--- config.mk ---
export PLATFORM = sky130hd
export DESIGN_NAME = pwm_duty_sequencer
export DESIGN_NICKNAME = d
export VERILOG_FILES = /design/src/rtl/pwm_duty_sequencer.sv
export SDC_FILE = /design/constraint.sdc
export NUM_CORES = 1
export LEC_CHECK = 0
export BUFFER_PORTS_ARGS = -buffer_cell sky130_fd_sc_hd__buf_4
export CAP_MARGIN = 20
export CORE_MARGIN = 1
export CORE_UTILIZATION = 57
export CTS_CLUSTER_DIAMETER = 40
export CTS_CLUSTER_SIZE = 20
export DETAILED_ROUTE_END_ITERATION = 12
export PLACE_DENSITY = 0.76
export SLEW_MARGIN = 10
export SYNTH_ARGS = -nofsm -noshare
export SYNTH_HDL_FRONTEND = slang
export SYNTH_SLANG_ARGS = --single-unit
--- constraint.sdc ---
create_clock -name clk -period 3.4 [get_ports clk]
set_clock_uncertainty 0.1 [all_clocks]
set_input_delay 0.68 -clock clk [delete_from_list [all_inputs] [get_ports clk]]
set_output_delay 0.68 -clock clk [all_outputs]
set_load 0.05 [all_outputs]
--- src/rtl/pwm_duty_sequencer.sv ---
// -----------------------------------------------------------------------------
// pwm_duty_sequencer
//
// Owns the duty-cycle setting of the PWM generator. A new target duty comes
// either from a valid/ready handshake or from debounced inc/dec buttons. The
// applied duty then ramps one count at a time toward the target. Every change
// is committed only on a PWM period boundary, so the compare value never moves
// in the middle of a period.
//
// Optional feature (macro PWM_SEQ_RETARGET_EN):
//   When defined, a new target may also be accepted while ramping. It
//   replaces the in-flight target and the ramp direction is recomputed.
//   When undefined, targets are accepted in IDLE only.
//
// Handshake: a target transfers on any clock edge where tgt_valid and
// tgt_ready are both high. tgt_ready is decoded from the state only and never
// looks at tgt_valid. The source holds tgt_duty stable while tgt_valid is high.
//
// Ports:
//   clk          in   system clock
//   rst_n        in   asynchronous active-low reset
//   inc_btn      in   raw increase button (asynchronous)
//   dec_btn      in   raw decrease button (asynchronous)
//   period_wrap  in   one-cycle pulse when the PWM counter returns to 0
//   tgt_valid    in   target duty offered
//   tgt_duty     in   requested duty (values above DUTY_MAX are clamped)
//   tgt_ready    out  target accepted when tgt_valid & tgt_ready
//   duty_out     out  applied duty, drives the PWM compare
//   duty_update  out  one-cycle pulse in the cycle duty_out takes a new value
//   busy         out  high while ramping; also exposes the FSM state
// -----------------------------------------------------------------------------
module pwm_duty_sequencer #(
    parameter int DUTY_W    = 4,
    parameter int DUTY_MAX  = 10,
    parameter int DUTY_INIT = 5,
    parameter int STEP_DIV  = 4,
    parameter int DEB_DIV   = 2
) (
    input  logic              clk,
    input  logic              rst_n,
    input  logic              inc_btn,
    input  logic              dec_btn,
    input  logic              period_wrap,
    input  logic              tgt_valid,
    input  logic [DUTY_W-1:0] tgt_duty,
    output logic              tgt_ready,
    output logic [DUTY_W-1:0] duty_out,
    output logic              duty_update,
    output logic              busy
);

    localparam logic [DUTY_W-1:0] L_MAX  = DUTY_W'(DUTY_MAX);
    localparam logic [DUTY_W-1:0] L_INIT = DUTY_W'(DUTY_INIT);

    localparam int STEP_CW = $clog2(STEP_DIV);
    localparam logic [STEP_CW-1:0] L_STEP_LAST = STEP_CW'(STEP_DIV - 1);

    localparam int DEB_CW = (DEB_DIV > 1) ? $clog2(DEB_DIV) : 1;
    localparam logic [DEB_CW-1:0] L_DEB_LAST = DEB_CW'(DEB_DIV - 1);

    typedef enum logic {
        S_IDLE = 1'b0,
        S_RAMP = 1'b1
    } state_t;

    // ------------------------------------------------------------------
    // Button path. Bit 0 is inc, bit 1 is dec.
    // ------------------------------------------------------------------
    logic [1:0]        w_btn_raw;
    logic [1:0]        r_btn_s1;
    logic [1:0]        r_btn_s2;
    logic [1:0]        r_btn_smp;
    logic [1:0]        r_btn_lvl;
    logic [1:0]        r_btn_req;
    logic [DEB_CW-1:0] r_deb_cnt;
    logic              w_deb_tick;

    assign w_btn_raw  = {dec_btn, inc_btn};
    assign w_deb_tick = (r_deb_cnt == L_DEB_LAST);

    // The debounced level only changes after two consecutive tick samples
    // agree. A glitch shorter than one tick interval therefore never
    // produces a press. The press pulse fires on the 0->1 change of that
    // level and lasts exactly one clock.
    always_ff @(posedge clk or negedge rst_n) begin
        if (!rst_n) begin
            r_btn_s1  <= '0;
            r_btn_s2  <= '0;
            r_btn_smp <= '0;
            r_btn_lvl <= '0;
            r_btn_req <= '0;
            r_deb_cnt <= '0;
        end else begin
            r_btn_s1  <= w_btn_raw;
            r_btn_s2  <= r_btn_s1;
            r_deb_cnt <= w_deb_tick ? '0 : r_deb_cnt + DEB_CW'(1);
            if (w_deb_tick) begin
                r_btn_smp <= r_btn_s2;
                r_btn_lvl <= (r_btn_s2 & r_btn_smp) | (r_btn_lvl & (r_btn_s2 | r_btn_smp));
                r_btn_req <= r_btn_s2 & r_btn_smp & ~r_btn_lvl;
            end else begin
                r_btn_req <= '0;
            end
        end
    end

    // ------------------------------------------------------------------
    // Sequencer FSM
    // ------------------------------------------------------------------
    state_t             r_state;
    logic [DUTY_W-1:0]  r_duty;
    logic [DUTY_W-1:0]  r_target;
    logic               r_dir_up;
    logic [STEP_CW-1:0] r_step_cnt;
    logic               r_step_due;
    logic               r_update;
    logic               r_busy;

    logic [DUTY_W-1:0]  w_tgt_clamp;
    logic               w_hs;
    logic               w_btn_inc;
    logic               w_btn_dec;
    logic [DUTY_W-1:0]  w_inc_tgt;
    logic [DUTY_W-1:0]  w_dec_tgt;
    logic [DUTY_W-1:0]  w_idle_tgt;
    logic               w_idle_go;
    logic [DUTY_W-1:0]  w_ramp_tgt;
    logic               w_ramp_up;
    logic               w_step_last;
    logic               w_step_fire;
    logic [DUTY_W-1:0]  w_duty_next;

`ifdef PWM_SEQ_RETARGET_EN
    assign tgt_ready = (r_state == S_IDLE) || (r_state == S_RAMP);
`else
    assign tgt_ready = (r_state == S_IDLE);
`endif

    assign w_tgt_clamp = (tgt_duty > L_MAX) ? L_MAX : tgt_duty;
    assign w_hs        = tgt_valid & tgt_ready;

    // Simultaneous inc and dec cancel each other.
    assign w_btn_inc = r_btn_req[0] & ~r_btn_req[1];
    assign w_btn_dec = r_btn_req[1] & ~r_btn_req[0];

    assign w_inc_tgt = (r_duty >= L_MAX) ? L_MAX : r_duty + DUTY_W'(1);
    assign w_dec_tgt = (r_duty == '0) ? '0 : r_duty - DUTY_W'(1);

    // The handshake has priority over a button press in the same cycle.
    // With no request at all the candidate equals r_duty, so nothing starts.
    always_comb begin
        w_idle_tgt = r_duty;
        if (w_hs) begin
            w_idle_tgt = w_tgt_clamp;
        end else if (w_btn_inc) begin
            w_idle_tgt = w_inc_tgt;
        end else if (w_btn_dec) begin
            w_idle_tgt = w_dec_tgt;
        end
    end

    assign w_idle_go = (w_idle_tgt != r_duty);

`ifdef PWM_SEQ_RETARGET_EN
    assign w_ramp_tgt = w_hs ? w_tgt_clamp : r_target;
    assign w_ramp_up  = w_hs ? (w_tgt_clamp > r_duty) : r_dir_up;
`else
    assign w_ramp_tgt = r_target;
    assign w_ramp_up  = r_dir_up;
`endif

    // A step becomes owed every STEP_DIV cycles. It is paid on the next
    // period_wrap, which may be the same edge the debt arises on.
    assign w_step_last = (r_step_cnt == L_STEP_LAST);
    assign w_step_fire = (w_step_last | r_step_due) & period_wrap;
    assign w_duty_next = w_ramp_up ? r_duty + DUTY_W'(1) : r_duty - DUTY_W'(1);

    always_ff @(posedge clk or negedge rst_n) begin
        if (!rst_n) begin
            r_state    <= S_IDLE;
            r_duty     <= L_INIT;
            r_target   <= L_INIT;
            r_dir_up   <= 1'b0;
            r_step_cnt <= '0;
            r_step_due <= 1'b0;
            r_update   <= 1'b0;
            r_busy     <= 1'b0;
        end else begin
            r_update <= 1'b0;
            case (r_state)
                S_IDLE: begin
                    if (w_idle_go) begin
                        r_target   <= w_idle_tgt;
                        r_dir_up   <= (w_idle_tgt > r_duty);
                        r_step_cnt <= '0;
                        r_step_due <= 1'b0;
                        r_busy     <= 1'b1;
                        r_state    <= S_RAMP;
                    end
                end
                S_RAMP: begin
                    r_step_cnt <= w_step_last ? '0 : r_step_cnt + STEP_CW'(1);
                    r_target   <= w_ramp_tgt;
                    r_dir_up   <= w_ramp_up;
                    if (w_ramp_tgt == r_duty) begin
                        // Only reachable by retargeting onto the current duty.
                        r_busy  <= 1'b0;
                        r_state <= S_IDLE;
                    end else if (w_step_fire) begin
                        r_step_due <= 1'b0;
                        r_duty     <= w_duty_next;
                        r_update   <= 1'b1;
                        if (w_duty_next == w_ramp_tgt) begin
                            r_busy  <= 1'b0;
                            r_state <= S_IDLE;
                        end
                    end else if (w_step_last) begin
                        r_step_due <= 1'b1;
                    end
                end
                default: begin
                    r_state <= S_IDLE;
                end
            endcase
        end
    end

    assign duty_out    = r_duty;
    assign duty_update = r_update;
    assign busy        = r_busy;

endmodule

==> metrics.md, run 1 <==
| Metric | Value |
|---|---|
| RSZ-0062 raised after global routing | no |
| Maxcap violations | 0 |
| Clk_lat worst skew | ~0.32 ns |
| Initial Util | between 60% and 70% |
| Reg-to-Reg End | r_target[3] |
| DRT iter0 DRCs | 33 |
| F_max | between 300 and 400 MHz |
| Ys flop type | dfrtp_1 |
| Number of I/O pins | 17 |
| Post-synth top cells | dfrtp_1 (22), o21ai_0 (16), nand2_1 (13) |
| Final Non-Filler Cells | approximately 200 |
| Worst reg2reg path depth | 10 |
| Post-synth EDFFs | 0 |
| Sequential Power Share | a little under a third |
| Dpl cells | between 150 and 200 |
| Grt ovf | 0 |
| Final setup vio count | 0 |
| Worst Setup SP | duty_out[0] |
| CTS tree | built |
| Cell Area, Synth | 0.001525 mm^2 |
| Final Wtd Congestion | between 0.8 and 0.9 |
| Die Area | approximately 0.0029 mm^2 |
| Maximum vdd drop | 0.0006508 V |
| TritonRoute pass-1 iters | 4 |
| Max-slew headroom | 61.36% |
| Hold Crit Class | in -> async |
| Antenna diodes | 0 |
| Switching share of total power | 46.67% |
| Largest area contributor in the netlist | dfrtp_1 |
| RR Startpoint | duty_out[0] |
| Power per Cell Area | 1010 mW/mm^2 |
| CTS clk-pin slew, worst paths | 0.15 ns |
| Hold Vio Cnt, Final | 0 |
| Wire length per cell | ~16 um |
| DRC viols | 0 |
| Crit end category | flop |
| CORE AREA | roughly 0.0025 mm^2 |
| Yosys top cell area share | approximately 36% |
| Async set-or-reset flop fraction in the synthesized netlist | 100.0% |
| Static Leak | between 0.7 and 0.8 nW |
| DR vias | around 1,200 |
| Setup crit end | r_target[3] |
| Top cells by area, synth | dfrtp_1 (36%), ha_1 (7.4%), dfstp_2 (6.9%) |
| Register area share after synthesis | 42.99% |
| Final Max Slew Viols | 0 |
| CTS resizes | 0 |
| Clock Power Share | 12.3% |
| Crit share post-route | between 90% and 100% |
| Die height | between 50 and 60 um |
| Placed cell area | around 0.0017 mm^2 |
| Min cycle time layout | between 3 and 4 ns |
| Syn Nets | 171 |
| CTS buffer count | 3 |
| Mean Syn Cell Area | around 10 um^2 |
| Routed Wire Length | approximately 3.2 mm |
| Mapped Cells | 152 |
| Htree depth | 1 |
| Total track usage | 25.37% |
| Register-to-Register Setup Slack | between 0.2 and 0.25 ns |
| NetSw | slightly above 0.8 mW |
| Initial antenna violation count | 0 |
| Row Count | 18 |
| Gate power share | 56.2% |
| Setup Buffers After CTS | 0 |
| Layout cells sized above 1 | between 10% and 20% |
| Detailed placer's ending HPWL | 2.427 mm |
| FILL cells | about 200 |
| Vias in the first global route | 1,119 |
| Horiz. Die Dim | between 50 and 60 um |
| Crit path launch type | flop |
| Maximum buffer depth of the clock tree | 2 |
| Crit path required time | ~3.5 ns |
| Via-per-instance ratio | a little over 6 |
| Nets@finish | roughly 190 |
| Layout area overhead | 12.96% |
| Flops & latches, synth | 26 |
| Synth unique cells | 45 |
| Final Power | 1.741 mW |
| Port Buffers | 16 |
| Root Buffer Master | clkbuf_4 |
| Top-count cell post-synth | dfrtp_1 |
| Largest net degree at the start of global routing | 27 |
| Worst-path maximum fanout | 8 |
| Final ANT Viol Nets | 0 |
| Cts hold-fix bufs | 0 |
| Post-route setup slack | around 0.22 ns |
| First-pass GRT wire length | 5.209 mm |
| Fin Setup TNS | 0 ns |
| Int Pwr | 0.9283 mW |
| Yosys warnings | 0 |
| Outcome | completed |
| CP Class | reg -> reg |
| Pre-CTS setup slack | 0.1342 ns |
| Design area | 0.001723 mm^2 |
| CTS sink cnt | 26 |
| Critical path arrival | between 3 and 4 ns |
| Worst Tran Pin Value | about 0.57 ns |
[layout make-up]
type | count | area (um^2) | area share (%)
Tap cell | 30 | 37.54 | 2.179
Clock inverter | 1 | 30.03 | 1.743
Sequential cell | 26 | 655.6 | 38.05
Clock buffer | 3 | 22.52 | 1.307
Inverter | 11 | 41.29 | 2.397
Timing Repair Buffer | 17 | 127.6 | 7.407
Multi-Input combinational cell | 110 | 808.3 | 46.91
[worst min path at each step]
stage / from / to / slack, ns
6_report: rst_n / r_step_due / 0.13
5_1_grt: rst_n / r_btn_req[1] / 0.14
4_1_cts: rst_n / r_step_due / 0.14
3_5_place_dp: r_btn_s1[0] / r_btn_s2[0] / 0.25
3_3_place_gp: r_btn_s1[1] / r_btn_s2[1] / 0.24
2_1_floorplan: r_btn_s1[0] / r_btn_s2[0] / 0.23
[power by group through the flow]
stage,registers [mW],clock network [mW],logic [mW]
global route,0.561,0.230,1.07
floorplan,0.621,0,0.655
finish,0.549,0.214,0.978
detailed placement,0.554,0,0.953
CTS,0.546,0.214,0.964
global placement,0.550,0,0.938
[metrics by stage]
| stage | util (%) | hold slack (ns) |
|---|---|---|
| after CTS | 68.62 | 0.1419 |
| final | 68.92 | 0.1315 |
| after global routing | 68.92 | 0.1410 |
| after detailed placement | 66.52 | 0.2458 |
| after global placement | 66.52 | 0.2372 |
| after floorplan | - | 0.2312 |
[per-layer routing]
metal  track usage (%)  vias up  wire length, um
met2             40.53       27             1522
li1                  -      578                -
met5                 0        -                0
met4             9.211        0               33
met3             5.085        4               84
met1             33.94      587             1512
[kinds of logic (layout without fill, tap and decap cells)]
kind of cell	Yosys count	after routing	synth area share, %
AND/OR/NAND/NOR	44	44	15.10
AO/OA/AOI/OAI	39	39	17.80
flip-flops	26	26	42.99
buffers and inverters	16	32	4.512
XOR/XNOR	14	14	9.270
adder cells (fa/ha/maj)	10	10	8.040
multiplexers	3	3	2.297
[flip-flops by register name, indices dropped and copies added (netlist names)]
register and flops:
r_btn_lvl 2, r_step_due 1, r_deb_cnt 1, busy 1, r_dir_up 1, r_btn_s2 2, r_target 4, r_btn_req 2
r_btn_smp 2, duty_update 1, r_step_cnt 2, duty_out 4, r_btn_s1 2, r_state 1
[layout by cell type (no fill, tap or decap), types with 3 or more instances in the layout]
cell	n
dfrtp_1	22
buf_4	17
o21ai_0	16
nand2_1	13
inv_1	11
ha_1	9
nor3_1	8
xnor2_1	7
xor2_1	6
a21oi_1	5
nor2_1	5
dfstp_2	4
nor2b_1	3
a31oi_1	3
clkbuf_4	3
[critical path, stage by stage, from the launching register on]
cell and delay (ns):
dfstp_2 0.44, inv_1 0.17, ha_1 0.19, nor3b_1 0.33
nor2_1 0.07, a221oi_1 0.46, nor3_1 0.11, ha_1 0.31
and4_1 0.27, or2_2 0.37, o41ai_2 0.27
(Power assumes the default switching activity.)
==> inputs of run 2 (changes only) <==
--- a/config.mk
+++ b/config.mk
@@ -5,14 +5,15 @@
 export SDC_FILE = /design/constraint.sdc
 export NUM_CORES = 1
 export LEC_CHECK = 0
+export ABC_AREA = 1
 export BUFFER_PORTS_ARGS = -buffer_cell sky130_fd_sc_hd__buf_4
 export CAP_MARGIN = 20
 export CORE_MARGIN = 1
-export CORE_UTILIZATION = 57
+export CORE_UTILIZATION = 58
 export CTS_CLUSTER_DIAMETER = 40
 export CTS_CLUSTER_SIZE = 20
 export DETAILED_ROUTE_END_ITERATION = 12
-export PLACE_DENSITY = 0.76
+export PLACE_DENSITY = 0.77
 export SLEW_MARGIN = 10
 export SYNTH_ARGS = -nofsm -noshare
 export SYNTH_HDL_FRONTEND = slang
==> run 2 against run 1 <==
Effect of this change:
- total power shrank 1.2%
- combinational power grew 4%
- sequential power is essentially flat
- non-clock buffer count is the same
- critical endpoint is now r_step_due
- synthesized cell count grew 32%
- largest cell class unchanged
- hold slack gained 0.012 ns
- flip-flop and latch count is the same
- synthesized area grew 7.3%
==> metrics.md, run 2 <==
| Metric | Value |
|---|---|
| Crit end category | flop |
| Mean Syn Cell Area | around 8 um^2 |
| Routed Wire Length | about 3.2 mm |
| Final Max Slew Viols | 0 |
| Outcome | completed |
| Maximum vdd drop | between 0.0007 and 0.0008 V |
| CTS tree | built |
| Detailed placer's ending HPWL | 2.556 mm |
| Final ANT Viol Nets | 0 |
| Reg-to-Reg End | r_step_due |
| Largest net degree at the start of global routing | 27 |
| Root Buffer Master | clkbuf_4 |
| Most frequent cells in the layout | nand2_1 (47), nand3_1 (27), inv_1 (24) |
| Number of I/O pins | 17 |
| Maxcap violations | 0 |
| Post-synth EDFFs | 0 |
| Static Leak | 0.9239 nW |
| Initial Util | between 60% and 70% |
| Synth unique cells | 31 |
| Top-count cell post-synth | nand2_1 |
| CP Class | reg -> reg |
| Flops & latches, synth | 26 |
| Register-to-Register Setup Slack | around 0.41 ns |
| Worst-path maximum fanout | 10 |
| Grt ovf | 0 |
| Wire length per cell | roughly 13 um |
| Mapped Cells | 200 |
| Worst reg2reg path depth | 18 |
| Min cycle time layout | 2.987 ns |
| DR vias | around 1,400 |
| Crit path required time | ~3.5 ns |
| Crit share post-route | 87.84% |
| Syn Nets | 219 |
| Worst Setup SP | duty_out[1] |
| Htree depth | 1 |
| Horiz. Die Dim | ~55 um |
| Largest area contributor in the netlist | dfrtp_1 |
| Post-route setup slack | ~0.41 ns |
| Antenna diodes | 0 |
| Max-slew headroom | about three quarters |
| CTS sink cnt | 26 |
| Crit path launch type | flop |
| Top cells by area, synth | dfrtp_1 (34%), nand2_1 (11%), nand3_1 (8.3%) |
| RR Startpoint | duty_out[1] |
| Yosys top cell area share | 33.64% |
| Power per Cell Area | ~960 mW/mm^2 |
| Worst Tran Pin Value | between 0.3 and 0.4 ns |
| Total track usage | 24.07% |
| Port Buffers | 16 |
| Yosys warnings | 0 |
| Nets@finish | about 240 |
| Hold Vio Cnt, Final | 0 |
| Initial antenna violation count | 0 |
| Maximum buffer depth of the clock tree | 2 |
| CORE AREA | 0.002567 mm^2 |
| Die height | around 55 um |
| DRT iter0 DRCs | 33 |
| Hold Crit Class | in -> async |
| Cts hold-fix bufs | 0 |
| Pre-CTS setup slack | 0.4686 ns |
| TritonRoute pass-1 iters | 4 |
| Ys flop type | dfrtp_1 |
| Register area share after synthesis | between 40% and 50% |
| Final setup vio count | 0 |
| CTS resizes | 0 |
| Most common cell after layout, fill and taps aside | nand2_1 |
| Row Count | 18 |
| First-pass GRT wire length | ~5 mm |
| DRC viols | 0 |
| Critical path arrival | roughly 3 ns |
| CTS buffer count | 3 |
| Layout area overhead | 9.557% |
| Cell Area, Synth | 0.001637 mm^2 |
| Via-per-instance ratio | about 5.5 |
| RSZ-0062 raised after global routing | no |
| Fin Setup TNS | 0 ns |
| Layout cells sized above 1 | 21.20% |
| Setup Buffers After CTS | 0 |
| F_max | roughly 330 MHz |
| Vias in the first global route | roughly 1,200 |
| Die Area | about 0.0030 mm^2 |
| CTS clk-pin slew, worst paths | approximately 0.13 ns |
| Clk_lat worst skew | roughly 0.3 ns |
| Final Wtd Congestion | roughly 0.85 |
| Post-synth top cells | nand2_1 (47), nand3_1 (27), inv_1 (24) |
| Async set-or-reset flop fraction in the synthesized netlist | 100.0% |
-- run 2: metrics by stage --
stage	hold slack (ns)	utilization (%)	cells	instance area, um^2	total power [mW]
after floorplan	0.2312	-	200	1637	1.367
after global placement	0.2311	68.42	243	1757	1.546
after detailed placement	0.2358	68.42	243	1757	1.575
after CTS	0.1516	69.83	247	1793	1.726
after global routing	0.1567	69.83	247	1793	1.865
final	0.1438	69.83	247	1793	1.719
-- run 2: final cells by class --
type,instances,area (um^2)
multi-input combinational,143,829.5
fill,221,774.5
sequential,26,655.6
timing repair buffer,17,127.6
inverter,27,106.4
tap,30,37.54
clock buffer,4,36.28
-- run 2: power breakdown --
| part | internal [mW] | switching, mW |
|---|---|---|
| logic | 0.356 | 0.668 |
| registers | 0.417 | 0.129 |
| clock network | 0.0652 | 0.0839 |
| total | 0.839 | 0.881 |
-- run 2: worst max-delay path by stage --
stage	endpoint	slack, ns	depth (start not counted)
after CTS	r_step_due	0.43	18
final	r_step_due	0.41	18
after detailed placement	r_step_due	0.47	18
after floorplan	r_step_due	0.54	19
after global placement	r_step_due	0.57	18
after global routing	r_step_due	0.08	18
-- run 2: routing by layer --
layer / track usage, % / vias up / part of all wire, %
met5: 0 / - / 0
met4: 5.417 / 0 / 0.78
met3: 3.552 / 4 / 4.1
met2: 40.96 / 31 / 47
met1: 32.50 / 627 / 48
li1: - / 692 / -
-- run 2: worst max-delay path, stage by stage, from the launching register on --
cell     delay (ns)
dfrtp_1        0.52
inv_1          0.20
ha_1           0.21
nand3_2        0.08
nand2_1        0.11
inv_1          0.07
nand2_1        0.05
o21ai_1        0.05
nor2_1         0.08
nand2_1        0.06
o21ai_2        0.10
inv_1          0.07
ha_1           0.29
nand4_1        0.10
inv_1          0.07
nor2_1         0.32
inv_1          0.21
nand3_1        0.14
a21oi_1        0.07
-- run 2: cell families after synthesis --
group	after synthesis	share of synthesized area, %
xor gates and xnor gates	3	2.523
buffers and inverters	31	9.250
DFF	26	40.06
AOI/OAI and AO/OA	28	10.93
and+or+nand+nor	103	30.35
adders and majority gates	9	6.881
